**src/rtl/pe_types_pkg.sv**
```systemverilog
// Shared PE types: accumulator configuration, drain debug status, saturation pattern helper.
// Latency: none (types and constant functions only).
// Backpressure: not applicable.
package pe_types;

  typedef struct packed {
    int RESULT_WIDTH;
    int RESULT_EXPONENT_WIDTH;
    int RESULT_MANTISSA_WIDTH;
    int ACCUM_LATENCY;
  } pe_cfg_t;

  localparam pe_cfg_t PE_CFG_DEFAULT = '{
    RESULT_WIDTH:          16,
    RESULT_EXPONENT_WIDTH: 5,
    RESULT_MANTISSA_WIDTH: 10,
    ACCUM_LATENCY:         6
  };

  // Widest result the saturation helper can describe.
  localparam int PE_MAX_RESULT_WIDTH = 64;
  localparam int PE_DRAIN_SAT_COUNT_WIDTH = 16;

  typedef struct packed {
    logic                                overflow;
    logic [PE_DRAIN_SAT_COUNT_WIDTH-1:0] sat_count;
  } pe_drain_status_t;

  // Largest finite magnitude {sign, all-ones-1, all-ones}: the value the accumulator clamps to.
  function automatic logic [PE_MAX_RESULT_WIDTH-1:0] result_sat_pattern(pe_cfg_t c, logic sign);
    logic [PE_MAX_RESULT_WIDTH-1:0] exp_f;
    logic [PE_MAX_RESULT_WIDTH-1:0] man_f;
    logic [PE_MAX_RESULT_WIDTH-1:0] sgn_f;
    man_f = (64'd1 << c.RESULT_MANTISSA_WIDTH) - 64'd1;
    exp_f = ((64'd1 << c.RESULT_EXPONENT_WIDTH) - 64'd2) << c.RESULT_MANTISSA_WIDTH;
    sgn_f = {63'd0, sign} << (c.RESULT_EXPONENT_WIDTH + c.RESULT_MANTISSA_WIDTH);
    return sgn_f | exp_f | man_f;
  endfunction

endpackage

```
**src/rtl/pe_result_fifo.sv**
```systemverilog
// Small FIFO with a registered head: storage, wrapping pointers, level, full/empty.
// Latency: push visible at dat/vld one cycle later (no fall-through).
// Backpressure: pop on vld && pop_rdy; a push into a full FIFO without a pop is dropped and flagged.
module pe_result_fifo #(
  parameter int WIDTH = 16,
  parameter int DEPTH = 8
) (
  input  logic                     clk,
  input  logic                     rst_n,
  input  logic                     push_vld,
  input  logic [WIDTH-1:0]         push_dat,
  input  logic                     pop_rdy,
  output logic                     vld,
  output logic [WIDTH-1:0]         dat,
  output logic [$clog2(DEPTH):0]   level,
  output logic                     drop
);

  localparam int AW = $clog2(DEPTH);
  localparam logic [AW:0] CNT_FULL = (AW+1)'(DEPTH);
  localparam logic [AW:0] CNT_ONE  = (AW+1)'(1);

  logic [WIDTH-1:0] mem_q [DEPTH];
  logic [WIDTH-1:0] mem_d [DEPTH];
  logic [AW-1:0]    wr_ptr_q, wr_ptr_d;
  logic [AW-1:0]    rd_ptr_q, rd_ptr_d;
  logic [AW-1:0]    rd_nxt;
  logic [AW:0]      count_q, count_d;
  logic [WIDTH-1:0] head_q, head_d;
  logic             valid_q, valid_d;
  logic             pop, push, full;

  // Next-state: a full FIFO still accepts a push when the head leaves in the same cycle.
  always_comb begin
    mem_d    = mem_q;
    pop      = valid_q && pop_rdy;
    full     = (count_q == CNT_FULL);
    push     = push_vld && (!full || pop);
    drop     = push_vld && full && !pop;
    rd_nxt   = rd_ptr_q + AW'(1);
    wr_ptr_d = push ? wr_ptr_q + AW'(1) : wr_ptr_q;
    rd_ptr_d = pop ? rd_nxt : rd_ptr_q;
    count_d  = count_q + {{AW{1'b0}}, push} - {{AW{1'b0}}, pop};
    valid_d  = (count_d != '0);
    if (push) begin
      mem_d[wr_ptr_q] = push_dat;
    end
    // Head register tracks whatever entry will sit at the read pointer next cycle.
    head_d = head_q;
    if (push && ((count_q == '0) || (pop && (count_q == CNT_ONE)))) begin
      head_d = push_dat;
    end else if (pop && (count_q > CNT_ONE)) begin
      head_d = mem_q[rd_nxt];
    end
  end

  // State registers.
  always_ff @(posedge clk or negedge rst_n) begin
    if (!rst_n) begin
      for (int i = 0; i < DEPTH; i++) begin
        mem_q[i] <= '0;
      end
      wr_ptr_q <= '0;
      rd_ptr_q <= '0;
      count_q  <= '0;
      head_q   <= '0;
      valid_q  <= 1'b0;
    end else begin
      mem_q    <= mem_d;
      wr_ptr_q <= wr_ptr_d;
      rd_ptr_q <= rd_ptr_d;
      count_q  <= count_d;
      head_q   <= head_d;
      valid_q  <= valid_d;
    end
  end

  assign vld   = valid_q;
  assign dat   = head_q;
  assign level = count_q;

endmodule

```
**src/rtl/pe_result_drain.sv**
```systemverilog
// Recovers the accumulator result strobe from its flush pulse and queues each result on a valid/ready stream.
// Latency: flush at t -> capture at end of t+ACCUM_LATENCY -> o_valid at t+ACCUM_LATENCY+1 (empty FIFO).
// Backpressure: results queue while i_ready is low; captures into a full FIFO are dropped (sticky o_overflow). Option macro: PE_DRAIN_RELU_EN.
module pe_result_drain
  import pe_types::*;
#(
  parameter pe_cfg_t cfg             = PE_CFG_DEFAULT,
  parameter int      FIFO_DEPTH      = 8,
  parameter int      SAT_COUNT_WIDTH = 16
) (
  input  logic                            clock,
  input  logic                            resetn,
  input  logic                            i_flush_accumulator,
  input  logic [cfg.RESULT_WIDTH-1:0]     i_result,
  input  logic                            i_ready,
  input  logic                            i_clear_overflow,
  output logic                            o_valid,
  output logic [cfg.RESULT_WIDTH-1:0]     o_data,
  output logic [$clog2(FIFO_DEPTH):0]     o_level,
  output logic                            o_overflow,
  output logic [SAT_COUNT_WIDTH-1:0]      o_sat_count
);

  localparam int RW  = cfg.RESULT_WIDTH;
  localparam int LAT = cfg.ACCUM_LATENCY;

  if ((FIFO_DEPTH < 2) || ((FIFO_DEPTH & (FIFO_DEPTH - 1)) != 0)) begin : g_bad_depth
    $fatal(1, "pe_result_drain: FIFO_DEPTH must be a power of 2 and >= 2");
  end
  if (LAT < 1) begin : g_bad_latency
    $fatal(1, "pe_result_drain: ACCUM_LATENCY must be >= 1");
  end
  if (RW != 1 + cfg.RESULT_EXPONENT_WIDTH + cfg.RESULT_MANTISSA_WIDTH) begin : g_bad_width
    $fatal(1, "pe_result_drain: RESULT_WIDTH must equal 1 + exponent + mantissa");
  end

  logic [LAT-1:0]             dly_q, dly_d;
  logic                       ovf_q, ovf_d;
  logic [SAT_COUNT_WIDTH-1:0] sat_q, sat_d;
  logic                       strobe;
  logic                       sat_hit;
  logic [RW-1:0]              push_dat;
  logic                       fifo_drop;

  // Flush delay line; its last stage lines up with the accumulator's result cycle.
  always_comb begin
    dly_d    = dly_q << 1;
    dly_d[0] = i_flush_accumulator;
  end

  assign strobe  = dly_q[LAT-1];
  assign sat_hit = (i_result == RW'(result_sat_pattern(cfg, i_result[RW-1])));

  // Value written to the FIFO; ReLU forces negative results (including -0) to +0.
  always_comb begin
    push_dat = i_result;
`ifdef PE_DRAIN_RELU_EN
    if (i_result[RW-1]) begin
      push_dat = '0;
    end
`endif
  end

  // Debug state: sticky overflow (drop beats clear) and a saturating count of clamped results.
  always_comb begin
    ovf_d = ovf_q;
    if (fifo_drop) begin
      ovf_d = 1'b1;
    end else if (i_clear_overflow) begin
      ovf_d = 1'b0;
    end
    sat_d = sat_q;
    if (strobe && sat_hit && (sat_q != '1)) begin
      sat_d = sat_q + SAT_COUNT_WIDTH'(1);
    end
  end

  // State registers.
  always_ff @(posedge clock or negedge resetn) begin
    if (!resetn) begin
      dly_q <= '0;
      ovf_q <= 1'b0;
      sat_q <= '0;
    end else begin
      dly_q <= dly_d;
      ovf_q <= ovf_d;
      sat_q <= sat_d;
    end
  end

  pe_result_fifo #(
    .WIDTH (RW),
    .DEPTH (FIFO_DEPTH)
  ) u_fifo (
    .clk      (clock),
    .rst_n    (resetn),
    .push_vld (strobe),
    .push_dat (push_dat),
    .pop_rdy  (i_ready),
    .vld      (o_valid),
    .dat      (o_data),
    .level    (o_level),
    .drop     (fifo_drop)
  );

  assign o_overflow  = ovf_q;
  assign o_sat_count = sat_q;

endmodule
```
**config.mk**
```make
export PLATFORM = sky130hd
export DESIGN_NAME = pe_result_drain
export DESIGN_NICKNAME = d
export VERILOG_FILES = /design/src/rtl/pe_types_pkg.sv /design/src/rtl/pe_result_fifo.sv /design/src/rtl/pe_result_drain.sv
export SDC_FILE = /design/constraint.sdc
export NUM_CORES = 1
export LEC_CHECK = 0
export ABC_AREA = 1
export BUFFER_PORTS_ARGS = -buffer_cell sky130_fd_sc_hd__buf_2
export CAP_MARGIN = 25
export CORE_AREA = 2 2 125 127
export CTS_CLUSTER_DIAMETER = 80
export DETAILED_ROUTE_END_ITERATION = 8
export DIE_AREA = 0 0 127 129
export GPL_TIMING_DRIVEN = 0
export PLACE_DENSITY = 0.82
export REMOVE_ABC_BUFFERS = 1
export SLEW_MARGIN = 15
export SYNTH_ARGS = -nofsm -noshare
export SYNTH_HDL_FRONTEND = slang
export SYNTH_SLANG_ARGS = --single-unit
export TNS_END_PERCENT = 20
```
**constraint.sdc**
```tcl
create_clock -name clock -period 2.9 [get_ports clock]
set_input_delay 0.58 -clock clock [delete_from_list [all_inputs] [get_ports clock]]
set_output_delay 0.58 -clock clock [all_outputs]
set_load 0.1 [all_outputs]
```
==> out/results.tsv, run 1 <==
stage	metric	value	unit
detailed_routing	Vias/cell	5.44	
logic_synthesis	EDFF count, synth	0	
clock_tree	Setup Buffers After CTS	0	
floorplanning	Die Ht	129	µm
placement	IO buf count	58	
clock_tree	CTS buffer count	17	
layout	final net count	1182	
power	Lkg Pwr	5.05	nW
detailed_routing	drt pass-1 iters	8	
detailed_routing	Total Wirelength	20.7	mm
layout	fin util	0.651	
setup_path	Critical Path, Cell by Cell	ha_4 > xnor2_4 > inv_1 > nand3_1 > nand2_1 > nand2_1 > nand3_1	
timing	Slew headroom	0.271	
floorplanning	row cnt	45	
power	worst ir drop on vdd	0.00108	V
logic_synthesis	synth unique cells	28	
setup_path	critical path peak fanout	29	
power	power per cell area	1240	nW/µm²
global_route	largest net degree at the start of global routing	107	
logic_synthesis	post-synthesis average cell area	7.83	µm²
clock_tree	CTS tree	done	
layout	layout cells sized above 1	0.0997	
floorplanning	Die X	127	µm
clock_tree	worst skew pair latency	0.43	ns
logic_synthesis	post-synth top area share	0.507	
timing	final period utilization	0.943	
job	Max-Cap Viols	0	
timing	setup TNS	0	ns
setup_path	CP startpoint kind	flop	
logic_synthesis	sequential fraction of the synthesis area	0.507	
logic_synthesis	top cells by count, synth	nand2_1, dfrtp_1, nand3_1	
setup_path	CP delay by family, top	flip-flops	
logic_synthesis	cell area after synthesis	8790	µm²
floorplanning	Ports	59	
setup_path	sum of buffers and inverters on the critical path	1	
timing	clock skew	0.00383	ns
detailed_routing	ANT nets after route	0	
timing	Fin. Hold Viols	0	
setup_path	slowest CP cell	dfrtp_2	
floorplanning	full die area	16400	µm²
timing	fin crit period	2.73	ns
logic_synthesis	YS warnings	0	
timing	Max Freq	0.366	GHz
placement	area post-placement	9050	µm²
logic_synthesis	Synth async-reset ratio	1.00	
floorplanning	Initial Util	0.587	
placement	gpl congestion	0.833	
detailed_routing	via count	7354	
clock_tree	clk sink count	178	
placement	HPWL Detailed	12.2	mm
logic_synthesis	Main synth FF type	dfrtp_1	
layout	ant diodes	0	
setup_path	Worst EP required	3.21	ns
global_route	first-pass GRT wire length	34.4	mm
clock_tree	CTS root buffer	clkbuf_16	
global_route	antenna violations before repair	0	
timing	final setup vio count	0	
logic_synthesis	flops & latches, synth	178	
setup_path	CP max stage delay	0.65	ns
timing	RSZ-0062 raised after global routing	no	
detailed_routing	number of remaining DRC errors	0	
global_route	GRT Overall Usage	0.269	
placement	Place WS	0.107	ns
setup_path	crit path DAT	3.04	ns
timing	setup slack after layout	0.167	ns
outcome	status	finished, final reports clean	
global_route	vias in the first global route	6949	
logic_synthesis	largest cells by area after synthesis	dfrtp_1, nand2_1, nand3_1	
floorplanning	Core Area	15000	µm²
setup_path	critical path class	flop to flop	
logic_synthesis	Post-Synthesis Cells	1122	
logic_synthesis	most common cell in the synthesized netlist	nand2_1	
logic_synthesis	area leader, netlist	dfrtp_1	
setup_path	Setup crit end kind	flop	
clock_tree	Clk pin slew, worst setup/hold paths	0.07	ns
clock_tree	clk buf depth	2	
clock_tree	H-tree depth	4	
timing	Slew Limit Fails	0	
detailed_routing	routed wire length per instance	15.4	µm
global_route	remaining global-route overflow	0	
min_path	Hold Path Class	input port to asynchronous set/reset pin	
timing	worst slew pin tran	1.09	ns
layout	post-route cell area	9740	µm²
detailed_routing	Starting DRT DRC Count	806	
layout	synthesis-to-finish area growth	10.9	%
==> stage by stage <==
stage | hold WS (ns) | power (mW) | cells
2_1_floorplan | 0.284 | 7.99 | 1068
3_3_place_gp | 0.333 | 9.21 | 1314
3_5_place_dp | 0.335 | 9.38 | 1318
4_1_cts | 0.132 | 12.0 | 1350
5_1_grt | 0.152 | 12.9 | 1351
6_report | 0.109 | 12.0 | 1351
==> cell families after synthesis <==
group / count (synthesis) / synth area share
buffers and inverters: 161 / 0.0879
XOR/XNOR: 13 / 0.0151
AND/OR/NAND/NOR: 622 / 0.295
flip-flops: 178 / 0.507
AO/OA/AOI/OAI: 137 / 0.0786
adder cells (fa/ha/maj): 11 / 0.0165
==> final cells by class <==
| class | instances | area [µm²] |
|---|---|---|
| Clock buffer | 17 | 425 |
| Clock inverter | 15 | 230 |
| Fill cell | 1276 | 5230 |
| Inverter | 107 | 402 |
| Multi-Input combinational cell | 783 | 3570 |
| Sequential cell | 178 | 4460 |
| Tap cell | 188 | 235 |
| Timing Repair Buffer | 63 | 423 |
==> repair_timing <==
action                     4_1_cts  5_1_grt
setup endpoints to repair        0       16
hold buffers                     0        0
resized for setup                0        1
==> final timing paths <==
kind                                      from                  to  slack, ns  cells past startpoint
setup / recovery            u_fifo.rd_ptr_q[0]      u_fifo.dat[13]       0.17                      7
hold / removal                          resetn    u_fifo.mem_q[18]       0.11                      1
setup reg to reg            u_fifo.rd_ptr_q[0]      u_fifo.dat[13]       0.17                      7
hold reg to reg                       dly_q[1]            dly_q[2]       0.35                      0
max in group asynchronous               resetn  u_fifo.rd_ptr_q[0]       1.85                      2
min in group clock         i_flush_accumulator            dly_q[0]       0.25                      1
==> cells in the final DEF (no fill, tap or decap) <==
| cell | count |
|---|---|
| nand2_1 | 440 |
| dfrtp_1 | 177 |
| nand3_1 | 124 |
| o21ai_0 | 118 |
| inv_1 | 103 |
| buf_2 | 57 |
| nor2_1 | 35 |
| clkbuf_16 | 17 |
| o21ai_1 | 15 |
| ha_1 | 9 |
| nand4_1 | 7 |
| xnor2_1 | 6 |
| xor2_1 | 6 |
| nand2_4 | 6 |
| bufinv_16 | 5 |
| inv_2 | 4 |
| inv_6 | 4 |
| nor3_1 | 3 |
| clkinvlp_4 | 3 |
| buf_16 | 3 |
| nand2_2 | 2 |
| nand3_2 | 2 |
| a21oi_1 | 2 |
| nor2_4 | 2 |
| clkinv_4 | 2 |
| buf_12 | 2 |
| nor2_2 | 1 |
| o21ai_2 | 1 |
| xnor2_4 | 1 |
| o22ai_1 | 1 |
| fa_1 | 1 |
| ha_4 | 1 |
| clkinv_2 | 1 |
| buf_8 | 1 |
| dfrtp_2 | 1 |
==> worst reg2reg max path, cell delays in order, from the launching register on <==
cell     delay (ns)
dfrtp_2        0.65
ha_4           0.30
xnor2_4        0.59
inv_1          0.59
nand3_1        0.21
nand2_1        0.10
nand2_1        0.08
nand3_1        0.08
==> power by group <==
part / switching, mW / total (mW) / internal [mW]
clock: 1.02 / 2.56 / 1.54
sequential: 0.617 / 4.08 / 3.47
combinational: 3.78 / 5.40 / 1.61
==> metal layers <==
layer	vias to the layer above	GRT usage	part of all wire
met3	43	0.0528	0.064
met4	0	0.123	0.029
met5	-	0	0
met2	266	0.439	0.47
met1	3460	0.350	0.44
li1	3585	-	-
==> sequential cells by signal (all words and copies together) (netlist names) <==
name	flops
dly_q	6
o_overflow	1
o_sat_count	16
u_fifo.dat	16
u_fifo.level	4
u_fifo.mem_q	128
u_fifo.rd_ptr_q	3
u_fifo.vld	1
u_fifo.wr_ptr_q	3
No activity file was read; power rests on OpenSTA's default activity.
==> run 2: changes to the inputs <==
- REMOVE_ABC_BUFFERS: 1 -> default
==> run 2 against run 1 <==
  * Total power barely moved
  * Register-to-register slack better by 0.49 ns
  * Count of clock-buffer cells in the layout is the same
  * Die area is the same
  * Design area increased by 1.7%
  * Setup slack gained 0.49 ns
  * Clock power shrank 14%
  * Clock skew grew 0.0044 ns
  * Critical path type unchanged
  * Critical endpoint is now u_fifo.vld
==> out/results.tsv, run 2 (synthesized netlist as in run 1, its figures left out) <==
stage	metric	value	unit	change
outcome	status	finished, final reports clean		
timing	final setup vio count	0		unchanged
job	Max-Cap Viols	0		unchanged
clock_tree	Clk pin slew, worst setup/hold paths	0.07	ns	about the same
timing	Slew Limit Fails	0		unchanged
global_route	remaining global-route overflow	0		unchanged
placement	HPWL Detailed	16.1	mm	+32%
layout	Largest register FFs	128		unchanged
clock_tree	clk buf depth	2		unchanged
setup_path	Critical Path End	u_fifo.vld		
placement	area post-placement	9350	µm²	+3.3%
detailed_routing	ANT nets after route	0		unchanged
global_route	largest net degree at the start of global routing	108		+0.93%
detailed_routing	routed wire length per instance	15.8	µm	+2.9%
timing	setup slack after layout	0.652	ns	+0.485 ns
detailed_routing	drt pass-1 iters	6		-2
setup_path	CP startpoint	u_fifo.level[2]		
placement	Place WS	0.438	ns	+0.332 ns
placement	gpl congestion	0.907		+8.9%
power	worst ir drop on vdd	0.000942	V	-13%
timing	fin crit period	2.25	ns	-0.485 ns
setup_path	critical path peak fanout	10		-66%
logic_synthesis	syn_nets	1154		
power	Tot Pwr	12.0	mW	about the same
clock_tree	clk sink count	178		unchanged
global_route	GRT Overall Usage	0.286		+0.0176
floorplanning	Die Ht	129	µm	unchanged
layout	synthesis-to-finish area growth	12.8	%	
timing	clock skew	0.00822	ns	+0.00439 ns
layout	layout cells sized above 1	0.127		+0.0272
timing	setup TNS	0	ns	unchanged
floorplanning	Ports	59		unchanged
clock_tree	Setup Buffers After CTS	0		unchanged
power	Lkg Pwr	5.18	nW	+2.6%
clock_tree	CTS buffer count	17		unchanged
floorplanning	row cnt	45		unchanged
layout	post-route cell area	9910	µm²	+1.7%
timing	Max Freq	0.445	GHz	+22%
setup_path	crit path DAT	2.57	ns	-0.47 ns
layout	Reg with most FFs	u_fifo.mem_q		
layout	commonest non-fill, non-tap cells in the layout	nand2_1, dfrtp_1, nand3_1		
detailed_routing	Total Wirelength	22.1	mm	+6.7%
floorplanning	Initial Util	0.587		unchanged
timing	Fin. Hold Viols	0		unchanged
detailed_routing	via count	7670		+4.3%
setup_path	R2R cell count	12		+5
floorplanning	Die X	127	µm	unchanged
clock_tree	CTS tree	done		
setup_path	R2R setup slack	0.65	ns	+0.49 ns
clock_tree	worst skew pair latency	0.43	ns	about the same
timing	final period utilization	0.775		-0.167
detailed_routing	Vias/cell	5.47		+0.57%
clock_tree	hold_buf cts	0		unchanged
global_route	antenna violations before repair	0		unchanged
global_route	vias in the first global route	7394		+6.4%
setup_path	CP startpoint kind	flop		
layout	ant diodes	0		unchanged
setup_path	Worst EP required	3.22	ns	about the same
clock_tree	cts repair resizes	0		unchanged
setup_path	Setup crit end kind	flop		
layout	most common cell after layout, fill and taps aside	nand2_1		
detailed_routing	Starting DRT DRC Count	632		-22%
min_path	Hold Path Class	input port to asynchronous set/reset pin		
setup_path	critical path class	flop to flop		
timing	worst slew pin tran	0.613	ns	-0.480 ns
timing	RSZ-0062 raised after global routing	no		
layout	final net count	1232		+4.2%
timing	Slew headroom	0.591		+0.320
setup_path	Worst R2R End	u_fifo.vld		
floorplanning	Core Area	15000	µm²	unchanged
setup_path	reg2reg start	u_fifo.level[2]		
floorplanning	full die area	16400	µm²	unchanged
global_route	first-pass GRT wire length	36.5	mm	+6.2%
placement	IO buf count	58		unchanged
detailed_routing	number of remaining DRC errors	0		unchanged
power	power per cell area	1220	nW/µm²	-1.6%
clock_tree	H-tree depth	4		unchanged
clock_tree	CTS root buffer	clkbuf_16		
run 2: cell type report:
type                            count  area (µm²)
Clock inverter                     15         133
Timing Repair Buffer               59         328
Sequential cell                   178        4450
Multi-Input combinational cell    783        3560
Clock buffer                       17         425
Tap cell                          188         235
Inverter                          107         402
Fill cell                        1263        5070
Buffer                             54         370
run 2: routing by layer:
| metal | GRT usage | share of wire | vias up |
|---|---|---|---|
| met4 | 0.121 | 0.028 | 0 |
| met2 | 0.471 | 0.49 | 272 |
| met5 | 0 | 0 | - |
| met3 | 0.0478 | 0.058 | 50 |
| met1 | 0.381 | 0.43 | 3648 |
| li1 | - | - | 3700 |
run 2: worst max-delay path, cell delays in order, from the launching register on:
cell and delay, ns:
dfrtp_1 0.34, inv_1 0.09, ha_1 0.22, nand3_2 0.11, nand2_2 0.11, inv_2 0.11
buf_12 0.15, ha_1 0.18, inv_1 0.06, fa_1 0.47, inv_1 0.05, nor3_1 0.17
nand2_1 0.07
run 2: how the worst min path moves through the flow:
stage,to,from,slack [ns],cells after the start
after global routing,u_fifo.mem_q[73],resetn,0.14,1
final,u_fifo.mem_q[72],resetn,0.09,1
after floorplan,dly_q[0],resetn,0.28,0
after detailed placement,dly_q[4],dly_q[3],0.34,0
after global placement,dly_q[5],dly_q[4],0.33,0
after CTS,u_fifo.mem_q[72],resetn,0.12,1
run 2: power breakdown:
| part | internal, mW | switching [mW] | leakage [nW] | total (mW) |
|---|---|---|---|---|
| Sequential | 3.47 | 0.557 | 2.26 | 4.02 |
| Combinational | 1.73 | 4.09 | 2.66 | 5.82 |
| Clock | 1.19 | 1.01 | 0.266 | 2.20 |
| Total | 6.39 | 5.66 | 5.18 | 12.0 |
run 2: per-stage QoR:
step / cells / hold WS, ns / utilization
global route: 1401 / 0.138 / 0.661
CTS: 1401 / 0.118 / 0.661
detailed placement: 1369 / 0.337 / 0.624
global placement: 1368 / 0.332 / 0.622
floorplan: 1122 / 0.284 / -
finish: 1401 / 0.0888 / 0.661
==> run 3: changes to the inputs <==
- clock period: 2.9 -> 2.2 ns (I/O delays scaled with it)
==> run 3 against run 2 <==
  * The flow now finishes with violations (hold timing)
  * Final cell count unchanged
  * Combinational power increased by 35%
  * Routed wire length rose by 5.4%
  * First-iteration DRC count grew 33%
  * Sequential share of layout area decreased by 0.37 points
  * Non-clock buffer count unchanged
  * Critical path depth unchanged
  * Die area is the same
  * Via count rose by 2.6%
  * Total power is 35% higher
  * Critical path type unchanged
==> out/results.tsv, run 3 (synthesized netlist as in run 1, its figures left out) <==
stage	metric	value	unit	change
detailed_routing	Starting DRT DRC Count	839		+33%
detailed_routing	number of remaining DRC errors	0		unchanged
global_route	remaining global-route overflow	0		unchanged
detailed_routing	routed wire length per instance	16.7	µm	+5.4%
job	Max-Cap Viols	0		unchanged
floorplanning	Ports	59		unchanged
timing	Fin. Hold Viols	5		+5
setup_path	CP startpoint kind	flop		
detailed_routing	WL met3	1.37	mm	+7.7%
logic_synthesis	syn_nets	1154		unchanged
detailed_routing	Total Wirelength	23.3	mm	+5.4%
min_path	Hold Path Class	input port to asynchronous set/reset pin		
setup_path	CP delay by family, top	adder cells		
floorplanning	row cnt	45		unchanged
outcome	status	finished with violations		
clock_tree	worst skew pair latency	0.44	ns	about the same
setup_path	slowest CP cell	fa_1		
layout	Reg with most FFs	u_fifo.mem_q		
clock_tree	CTS root buffer	clkbuf_16		
outcome	failing checks	hold timing		
layout	layout cells sized above 1	0.138		+0.0107
setup_path	sum of buffers and inverters on the critical path	5		unchanged
floorplanning	full die area	16400	µm²	unchanged
clock_tree	clk sink count	178		unchanged
setup_path	Worst EP required	2.52	ns	-0.70 ns
timing	final setup vio count	0		unchanged
timing	final period utilization	0.953		+0.178
power	Lkg Pwr	5.20	nW	+0.43%
placement	gpl congestion	0.905		-0.23%
global_route	vias in the first global route	7721		+4.4%
setup_path	critical path peak fanout	10		unchanged
power	worst ir drop on vdd	0.00116	V	+23%
setup_path	R2R setup slack	0.10	ns	-0.55 ns
layout	Storage cell area	4470	µm²	+0.37%
timing	fin crit period	2.10	ns	-0.151 ns
global_route	first-pass GRT wire length	38.4	mm	+5.3%
timing	clock skew	0.00812	ns	-0.000102 ns
timing	Slew headroom	0.543		-0.0478
placement	# placed instances	1369		unchanged
timing	setup slack after layout	0.103	ns	-0.549 ns
clock_tree	hold_buf cts	0		unchanged
floorplanning	Initial Util	0.587		unchanged
layout	commonest non-fill, non-tap cells in the layout	nand2_1, dfrtp_1, nand3_1		
clock_tree	CTS buffer count	17		unchanged
timing	RSZ-0062 raised after global routing	no		
timing	Slew Limit Fails	0		unchanged
placement	HPWL Detailed	16.6	mm	+3.1%
detailed_routing	Top Layer Used	met4		
layout	area occupied by multi-input gates	3620	µm²	+1.6%
timing	Min Hold Slack	-0.0110	ns	-0.0998 ns
setup_path	critical path class	flop to flop		
layout	post-route cell area	10000	µm²	+1.2%
detailed_routing	ANT nets after route	0		unchanged
setup_path	CP max stage delay	0.48	ns	about the same
global_route	largest net degree at the start of global routing	91		-16%
detailed_routing	via count	7868		+2.6%
timing	Max Freq	0.477	GHz	+7.2%
layout	synthesis-to-finish area growth	14.1	%	
floorplanning	Die X	127	µm	unchanged
layout	fin util	0.669		+0.00785
global_route	antenna violations before repair	0		unchanged
detailed_routing	Vias/cell	5.62		+2.6%
layout	Layout Cells excl Fill	1401		unchanged
placement	area post-placement	9410	µm²	+0.63%
layout	most common cell after layout, fill and taps aside	nand2_1		
clock_tree	CTS tree	done		
timing	worst slew pin tran	0.685	ns	+0.0718 ns
placement	IO buf count	58		unchanged
setup_path	crit path DAT	2.42	ns	-0.15 ns
clock_tree	clk buf depth	2		unchanged
global_route	GRT Overall Usage	0.301		+0.0152
floorplanning	Core Area	15000	µm²	unchanged
detailed_routing	met1 wire length	9.64	mm	+2.3%
placement	Place WS	-0.0965	ns	-0.535 ns
detailed_routing	met2 WL post-DR	11.4	mm	+5.3%
layout	# fillers	1235		-2.2%
setup_path	Critical Path, Cell by Cell	inv_4 > ha_4 > nand3_4 > nand2_4 > inv_4 > buf_12 > ha_4 > inv_1 > fa_1 > inv_1 > nor3_2 > nand2_1		
floorplanning	Die Ht	129	µm	unchanged
setup_path	Setup crit end kind	flop		
power	power per cell area	1620	nW/µm²	+34%
detailed_routing	drt pass-1 iters	5		-1
clock_tree	Clk pin slew, worst setup/hold paths	0.07	ns	about the same
layout	ant diodes	0		unchanged
layout	Largest register FFs	128		unchanged
layout	final net count	1232		unchanged
clock_tree	H-tree depth	4		unchanged
==> run 3: cell types whose count changed in the layout (fill, tap and decap cells not counted), sizes merged <==
| cell | before | now |
|---|---|---|
| inv | 111 | 110 |
| clkinvlp | 4 | 3 |
| bufinv | 1 | 2 |
| clkbuf | 25 | 26 |
==> run 3: layer usage <==
| layer | GRT usage | vias to the layer above |
|---|---|---|
| li1 | - | 3697 |
| met2 | 0.487 | 295 |
| met4 | 0.158 | 0 |
| met3 | 0.0474 | 81 |
| met1 | 0.397 | 3795 |
| met5 | 0 | - |
==> run 3: path summary, 6_finish.rpt <==
kind	start	to	depth (start not counted)
max in group asynchronous	resetn	u_fifo.dat[1]	2
min in group clock	i_flush_accumulator	dly_q[0]	1
min reg2reg	dly_q[4]	dly_q[5]	0
max reg2reg	u_fifo.level[2]	u_fifo.vld	12
min	resetn	u_fifo.mem_q[73]	1
max	u_fifo.level[2]	u_fifo.vld	12
==> run 3: cell type report <==
cell class	count	share of cell area
inverter	107	0.0406
clock buffer	18	0.0438
buffer	54	0.0372
timing repair buffer	59	0.0327
clock inverter	14	0.0156
sequential	178	0.446
tap	188	0.0235
multi-input combinational	783	0.361
==> run 3: metrics by stage <==
stage	total power, mW	setup TNS (ns)
2_1_floorplan	11.0	-0.0355
3_3_place_gp	12.8	-376.70
3_5_place_dp	13.1	-0.104
4_1_cts	16.2	0
5_1_grt	17.4	0
6_report	16.3	0
==> run 3: what timing repair did <==
action / in CTS / in global routing
cloned: 0 / 0
setup endpoints to repair: 2 / 2
setup buffers: 0 / 0
pin swaps: 0 / 0
gates resized for setup: 2 / 4
==> run 3: power breakdown <==
group	internal (mW)	switching, mW	total, mW	leakage (nW)
Sequential	4.59	0.753	5.34	2.25
Combinational	2.33	5.52	7.85	2.67
Clock	1.72	1.37	3.09	0.285
Total	8.64	7.64	16.3	5.20
